## src/rtl/mmcm_reset_supervisor.sv

```systemverilog
// MMCM reset/lock supervisor: pulses MMCM RST, waits for a stable LOCKED, retries on timeout.
// Optional LOCK_LOSS_CNT output is compiled in when LOCK_LOSS_CNT_EN is defined.
module mmcm_reset_supervisor #(
  parameter int RST_PULSE_CYCLES    = 16,
  parameter int LOCK_TIMEOUT_CYCLES = 4096,
  parameter int STABLE_CYCLES       = 256,
  parameter int MAX_RETRIES         = 7
) (
  input  logic       CLKIN1,
  input  logic       RST_N,
  input  logic       LOCKED,
  input  logic       FORCE_RESET,
  output logic       MMCM_RST,
  output logic       SYS_RST_N,
  output logic       LOCK_OK,
  output logic       FAIL,
  output logic [3:0] RETRY_CNT
`ifdef LOCK_LOSS_CNT_EN
  ,
  output logic [7:0] LOCK_LOSS_CNT
`endif
);

  localparam int MAX_A = (RST_PULSE_CYCLES > LOCK_TIMEOUT_CYCLES) ? RST_PULSE_CYCLES : LOCK_TIMEOUT_CYCLES;
  localparam int MAX_P = (MAX_A > STABLE_CYCLES) ? MAX_A : STABLE_CYCLES;
  localparam int CNT_W = $clog2(MAX_P) + 1;

  localparam logic [CNT_W-1:0] RST_LAST = CNT_W'(RST_PULSE_CYCLES - 1);
  localparam logic [CNT_W-1:0] TO_LAST  = CNT_W'(LOCK_TIMEOUT_CYCLES - 1);
  // The WAIT_LOCK cycle that first sees lock is the first good cycle, so STABLE needs one fewer.
  localparam logic [CNT_W-1:0] ST_LAST  = CNT_W'((STABLE_CYCLES > 1) ? STABLE_CYCLES - 2 : 0);
  localparam logic [3:0]       RETRY_MAX = 4'(MAX_RETRIES);

  typedef enum logic [2:0] {
    S_RESET,
    S_WAIT,
    S_STABLE,
    S_RUN,
    S_FAIL
  } state_t;

  logic             rst_meta_q, rst_sync_q;
  logic             lock_meta_q, lock_sync_q;
  state_t           state_q, state_d;
  logic [CNT_W-1:0] cnt_q, cnt_d;
  logic [3:0]       retry_q, retry_d;
  logic             mmcm_rst_q, sys_rst_n_q, lock_ok_q, fail_q;
  logic             run_lost;

  always_ff @(posedge CLKIN1 or negedge RST_N) begin
    if (!RST_N) begin
      rst_meta_q  <= 1'b0;
      rst_sync_q  <= 1'b0;
      lock_meta_q <= 1'b0;
      lock_sync_q <= 1'b0;
    end else begin
      rst_meta_q  <= 1'b1;
      rst_sync_q  <= rst_meta_q;
      lock_meta_q <= LOCKED;
      lock_sync_q <= lock_meta_q;
    end
  end

  always_comb begin
    state_d  = state_q;
    cnt_d    = cnt_q;
    retry_d  = retry_q;
    run_lost = 1'b0;
    if (FORCE_RESET) begin
      state_d = S_RESET;
      cnt_d   = '0;
      retry_d = '0;
    end else begin
      case (state_q)
        S_RESET: begin
          if (cnt_q == RST_LAST) begin
            state_d = S_WAIT;
            cnt_d   = '0;
          end else begin
            cnt_d = cnt_q + CNT_W'(1);
          end
        end
        S_WAIT: begin
          if (lock_sync_q) begin
            state_d = S_STABLE;
            cnt_d   = '0;
          end else if (cnt_q == TO_LAST) begin
            cnt_d = '0;
            if (retry_q == RETRY_MAX) begin
              state_d = S_FAIL;
            end else begin
              state_d = S_RESET;
              retry_d = retry_q + 4'd1;
            end
          end else begin
            cnt_d = cnt_q + CNT_W'(1);
          end
        end
        S_STABLE: begin
          if (!lock_sync_q) begin
            state_d = S_WAIT;
            cnt_d   = '0;
          end else if (cnt_q == ST_LAST) begin
            state_d = S_RUN;
            cnt_d   = '0;
          end else begin
            cnt_d = cnt_q + CNT_W'(1);
          end
        end
        S_RUN: begin
          if (!lock_sync_q) begin
            state_d  = S_RESET;
            cnt_d    = '0;
            retry_d  = '0;
            run_lost = 1'b1;
          end
        end
        S_FAIL: begin
          state_d = S_FAIL;
        end
        default: begin
          state_d = S_RESET;
          cnt_d   = '0;
        end
      endcase
    end
  end

  // Outputs decode the next state so they change on the same edge as the state register.
  always_ff @(posedge CLKIN1 or negedge RST_N) begin
    if (!RST_N) begin
      state_q     <= S_RESET;
      cnt_q       <= '0;
      retry_q     <= '0;
      mmcm_rst_q  <= 1'b1;
      sys_rst_n_q <= 1'b0;
      lock_ok_q   <= 1'b0;
      fail_q      <= 1'b0;
    end else if (rst_sync_q) begin
      state_q     <= state_d;
      cnt_q       <= cnt_d;
      retry_q     <= retry_d;
      mmcm_rst_q  <= (state_d == S_RESET) || (state_d == S_FAIL);
      sys_rst_n_q <= (state_d == S_RUN);
      lock_ok_q   <= (state_d == S_RUN);
      fail_q      <= (state_d == S_FAIL);
    end
  end

  assign MMCM_RST  = mmcm_rst_q;
  assign SYS_RST_N = sys_rst_n_q;
  assign LOCK_OK   = lock_ok_q;
  assign FAIL      = fail_q;
  assign RETRY_CNT = retry_q;

`ifdef LOCK_LOSS_CNT_EN
  logic [7:0] loss_q;

  always_ff @(posedge CLKIN1 or negedge RST_N) begin
    if (!RST_N) begin
      loss_q <= '0;
    end else if (rst_sync_q && run_lost && (loss_q != 8'hFF)) begin
      loss_q <= loss_q + 8'd1;
    end
  end

  assign LOCK_LOSS_CNT = loss_q;
`else
  logic unused_run_lost;
  assign unused_run_lost = run_lost;
`endif

endmodule
```

## config.mk

```make
export PLATFORM = sky130hd
export DESIGN_NAME = mmcm_reset_supervisor
export DESIGN_NICKNAME = d
export VERILOG_FILES = /design/src/rtl/mmcm_reset_supervisor.sv
export SDC_FILE = /design/constraint.sdc
export NUM_CORES = 1
export LEC_CHECK = 0
export BUFFER_PORTS_ARGS = -buffer_cell sky130_fd_sc_hd__buf_2
export CELL_PAD_IN_SITES_DETAIL_PLACEMENT = 1
export CELL_PAD_IN_SITES_GLOBAL_PLACEMENT = 1
export CORE_MARGIN = 3
export CORE_UTILIZATION = 46
export DETAILED_ROUTE_END_ITERATION = 10
export PLACE_DENSITY_LB_ADDON = 0.1
export SKIP_CTS_REPAIR_TIMING = 1
export SKIP_LAST_GASP = 1
export SYNTH_ARGS = -nofsm -noshare
export SYNTH_HDL_FRONTEND = slang
export SYNTH_SLANG_ARGS = --single-unit
```

## constraint.sdc

```tcl
create_clock -name CLKIN1 -period 2.51 [get_ports CLKIN1]
set_clock_uncertainty 0.05 [all_clocks]
set_input_delay 0.502 -clock CLKIN1 [delete_from_list [all_inputs] [get_ports CLKIN1]]
set_output_delay 0.502 -clock CLKIN1 [all_outputs]
set_load 0.03 [all_outputs]
```

Word-level counts from Yosys, hierarchy flattened
Cells that the tools add are included.

storage, ports and cells
  bits in registers = 27
  output and inout bits = 8
  logic and storage cells = 56

cells by class
  add/sub/neg operators = 2
  equal/unequal tests = 15
  mux-type cells = 23
  reduce and logical (&&, ||, !) cells = 6

operators by type and width
  cell                     count
  $mux W13                 7
  $pmux W13 S5             1
  $mux W3                  8
  $mux W4                  5
  $pmux W3 S5              1
  $add A13 B1 Y13 const B  1
  $eq A13 B12 Y1 const B   1
  $eq A13 B4 Y1 const B    1
  $eq A13 B8 Y1 const B    1
  $ne A3 B3 Y1 const B     4
  $eq A3 B2 Y1 const B     3
  $pmux W4 S2              1
  $eq A3 B3 Y1 const B     2
  $logic_not A3 Y1         2
  $reduce_and A6 Y1        1
  $add A4 B1 Y4 const B    1
  $eq A4 B3 Y1 const B     1
  $eq A3 B1 Y1 const B     1
  $reduce_and A3 Y1        1
  $reduce_bool A3 Y1       1
  $ne A2 B2 Y1 const B     1
  $logic_or A1 B1 Y1       1

Longest topological paths before layout
  depth in word-level cells = 8
  gate-level depth with buffers = 7

Worst setup path before layout
No wires, ideal clock.

  path kind = flip-flop to flip-flop
  start point = register cnt_q[10]
  end point = register cnt_q[11]
  setup time = 0.141 ns
  data arrival time = 1.968 ns
  data required time = 2.319 ns
  slack = 0.351 ns
  cell stages (with the launch flop) = 6
  buffers on the path = 0
  clock period less this slack = 2.159 ns
  path through = dfrtp_1 or4_4 o41ai_4 o32ai_2 o21ai_4 a21oi_2

on the way
  cells in the longest elaborated chain, start to end = 5
  elaborated cells on any way between the ends = 11
  those cells by class = add/sub (1); eq/ne (3); mux (7)

ends and longest elaborated chain
  what                                     line         text
  start: declaration                       45           logic [CNT_W-1:0] cnt_q, cnt_d;
  start signal: assignment                 141          cnt_q <= cnt_d;
  $add A13 B1 Y13 (tied with other cells)  80, 96, 107
  $mux W13 (on tied branches)              103, 87
  $mux W13 (on tied branches)              100, 84
  $pmux W13 S5 *                           74           case (state_q)
  $mux W13 *                               69           if (FORCE_RESET) begin

Every way passes the cells marked *; elsewhere a longest branch is shown, timed or not.
A chain may end at the register's enable or synchronous reset.

Final worst setup path
  start point = register cnt_q[10]
  end point = register cnt_q[8]

on the way
  cells in the longest elaborated chain, start to end = 5
  elaborated cells on any way between the ends = 10
  those cells by class = eq/ne (3); mux (7)

ends and longest elaborated chain
  what                                             line
  $eq A13 B8 Y1 or $eq A13 B12 Y1 (tied branches)  103, 87
  $mux W13 (on tied branches)                      103, 87
  $mux W13 (on tied branches)                      100, 84
  $pmux W13 S5 *                                   74
  $mux W13 *                                       69

Marks and branches as above.

==> impl_summary.txt <==
----------------------------------------------------
[Outcome]
  Status ... finished, final reports clean

[Run]
  Reported max-cap violation count ... 0

[STA]
  Smallest setup slack after layout ... about 0.14 ns
  Setup TNS ... 0 ns
  Final worst path period share ... between 90% and 100%
  Max Clk Rate ... between 0.4 and 0.5 GHz
  Crit path time final ... 2.37 ns
  Transition at the pin with the smallest max-transition slack ... 0.625 ns
  Max-slew violations ... 0
  Worst slew margin relative to its limit ... around three fifths
  Setup repair after global routing missed its margin ... false
  Final hold vios ... 0
  Final setup violating endpoints ... 0

[Clocking]
  Later-pin clock latency in the skew report ... around 0.33 ns
  CTS tree ... yes
  Number of buffers created by CTS ... 3
  CTS H-tree depth ... 1
  Buffer cell driving the clock tree root ... sky130_fd_sc_hd__clkbuf_4
  Max Buffers Root-to-Sink ... 2
  Clock slew at the register clock pins of the worst setup and hold paths ... 0.16 ns
  CTS sink count ... 27

[Yosys]
  Async set-or-reset flop fraction in the synthesized netlist ... between 90% and 100%
  Register bit count reported by yosys ... 27
  Count of flip-flops with a built-in enable after synthesis ... 0
  Portion of synthesized cell area occupied by the leading cell type ... a little over two fifths
  Syn Nets ... about 160
  Number of distinct library cell variants in the gate-level netlist after synthesis ... 52
  Sequential fraction of the synthesis area ... ~44%
  Mean instance size in the synthesized netlist ... about 10 sq um
  Top area cells in the synthesized netlist ... sky130_fd_sc_hd__dfrtp_1 (42%), sky130_fd_sc_hd__a21oi_2 (4.5%), sky130_fd_sc_hd__xnor2_1 (4.0%)
  Ys Warns ... 0
  Ys flop type ... sky130_fd_sc_hd__dfrtp_1
  Number of standard cells after synthesis ... around 150
  Area leader, netlist ... sky130_fd_sc_hd__dfrtp_1
  Post-Synthesis Cell Area ... between 0.0015 and 0.002 sq mm

[Cells and area]
  Layout cells sized above 1 ... 25.3%
  Final non-filler cell total ... between 200 and 250
  Net count of the finished layout ... between 150 and 200
  Fillers ... between 300 and 400
  Cell area after layout ... approximately 0.0017 sq mm
  Total inserted antenna cells ... 0
  Most used cells in the layout excluding fill and tap cells ... sky130_fd_sc_hd__dfrtp_1 (26), sky130_fd_sc_hd__nand2_1 (15), sky130_fd_sc_hd__buf_2 (11)
  Post-route core utilization ... 54.3%
  Most common cell after layout, fill and taps aside ... sky130_fd_sc_hd__dfrtp_1
  Synth-to-layout area growth ... 9.69%

[Worst setup path]
  Required @ worst endpoint ... approximately 2.7 ns
  Highest net fanout along the worst path ... 10
  Category of the worst setup path capture point ... flip-flop
  Data arrival time of the critical path ... roughly 2.6 ns
  Buffers and inverters on the worst path ... 0
  Classification of the worst setup path ... reg2reg
  CP startpoint kind ... flip-flop
  Cells along the critical path ... or4_4 > o41ai_4 > o32ai_2 > o21ai_4 > a21oi_2
  Cell with the largest stage delay on the worst path ... sky130_fd_sc_hd__or4_4
  Delay contributed by the slowest stage of the critical path ... about 0.6 ns
  Crit-path leading delay family ... compound AO/OA/AOI/OAI gates

[Die]
  Vertical extent of the die ... approximately 64 microns
  Core area ... roughly 0.0031 sq mm
  Area of the die ... a little over 0.004 sq mm
  Width of the die ... around 64 microns
  Effective utilization at floorplan ... 49.5%
  Num rows ... 20
  Boundary pin count ... 12

[Place]
  Number of placed instances, taps included ... around 200
  Cell area reported after detailed placement ... around 0.0017 sq mm
  IO Port Bufs ... 11
  Half-perimeter wire length of the detailed placement result ... ~2600 microns
  Placer Congestion ... 0.786
  Worst setup slack before clock tree synthesis ... approximately 0.15 ns

[Global route]
  Pin count of the biggest net entering global routing ... 28
  Number of antenna violations at the first check in global routing ... 0
  Total congestion overflow after global routing ... 0
  First-pass GRT wire length ... roughly 6300 microns
  Vias in the first global route ... ~1300
  Aggregate global-route resource usage ... between 10% and 20%

[Power and ir drop]
  Leak ... 0.000747 uW
  Worst IR Drop VDD ... slightly below 0.3 mV
  Power Density ... about 430 mW/mm^2

[Drt]
  Pre-antenna DRT Iters ... 2
  Wire length per cell ... around 17 microns
  Number of routed nets with antenna violations ... 0
  Detailed-route via count ... about 1200
  Detailed-route wire length ... between 3000 and 4000 microns
  Post-DR vias/cell ... a little under 6
  Detailed router's first-iteration violation count ... between 60 and 70
  Residual DRC count ... 0

[Hold path]
  Hold Crit Class ... in2async

----------------------------------------------------
Yosys cell counts, types with 3 or more instances:
| master | instances |
|---|---|
| sky130_fd_sc_hd__o221ai_1 | 3 |
| sky130_fd_sc_hd__a21oi_2 | 8 |
| sky130_fd_sc_hd__inv_1 | 4 |
| sky130_fd_sc_hd__clkbuf_1 | 4 |
| sky130_fd_sc_hd__nor2_1 | 10 |
| sky130_fd_sc_hd__and3_1 | 4 |
| sky130_fd_sc_hd__nor3_1 | 6 |
| sky130_fd_sc_hd__dfrtp_1 | 26 |
| sky130_fd_sc_hd__xor2_1 | 4 |
| sky130_fd_sc_hd__nand4_1 | 5 |
| sky130_fd_sc_hd__nand2_1 | 15 |
| sky130_fd_sc_hd__ha_1 | 3 |
| sky130_fd_sc_hd__nand3_1 | 3 |
| sky130_fd_sc_hd__xnor2_1 | 7 |
flip-flops by register name (all words and copies together), names as in the netlist:
register,cells
state_q,3
FAIL,1
LOCK_OK,1
rst_meta_q,1
RETRY_CNT,4
cnt_q,13
rst_sync_q,1
lock_meta_q,1
lock_sync_q,1
MMCM_RST,1
per-stage QoR:
step | hold WS, ns | total power (uW)
after global routing | 0.113 | 776
after global placement | 0.288 | 539
after floorplan | 0.156 | 512
after detailed placement | 0.292 | 545
after CTS | 0.116 | 745
final | 0.107 | 735
report_power, final:
| group | internal, uW | total [uW] | switching (uW) |
|---|---|---|---|
| combinational | 24.8 | 71.9 | 47.2 |
| clock | 61.1 | 200 | 139 |
| sequential | 448 | 463 | 15.5 |
| total | 534 | 735 | 201 |
final timing paths:
check	to	startpoint	cells after the start	slack, ns
worst max-delay path	cnt_q[8]	cnt_q[10]	5	0.14
worst min-delay path	cnt_q[2]	RST_N	1	0.11
worst max register to register	cnt_q[8]	cnt_q[10]	5	0.14
worst min register to register	lock_sync_q	lock_meta_q	0	0.32
max in group asynchronous	RETRY_CNT[1]	RST_N	1	1.90
min in group CLKIN1	lock_meta_q	LOCKED	1	0.21
routing by layer:
layer,global-route usage (%),wire length [microns]
met5,0,0
met4,5.93,51
met3,2.99,64
met2,34.6,1750
met1,23.7,1580
cell families (layout without fill, tap and decap cells):
| kind of cell | Yosys count | after routing | synth area share (%) |
|---|---|---|---|
| and+or+nand+nor | 62 | 62 | 22.5 |
| AOI/OAI and AO/OA | 33 | 33 | 21.6 |
| DFF | 27 | 27 | 43.7 |
| xor gates and xnor gates | 11 | 11 | 6.22 |
| buffers and inverters | 10 | 24 | 2.75 |
| adders and majority gates | 3 | 3 | 2.42 |
| other | 1 | 1 | 0.242 |
| muxes | 1 | 1 | 0.646 |
cell type report:
| class | count | area (sq um) | area share (%) |
|---|---|---|---|
| clock buffer | 3 | 22.5 | 1.33 |
| clock inverter | 1 | 7.51 | 0.442 |
| inverter | 4 | 15.0 | 0.884 |
| multi-input combinational | 111 | 830 | 48.8 |
| sequential | 27 | 677 | 39.8 |
| tap | 44 | 55.1 | 3.24 |
| timing repair buffer | 16 | 92.6 | 5.45 |
No activity file was read; power rests on OpenSTA's default activity.
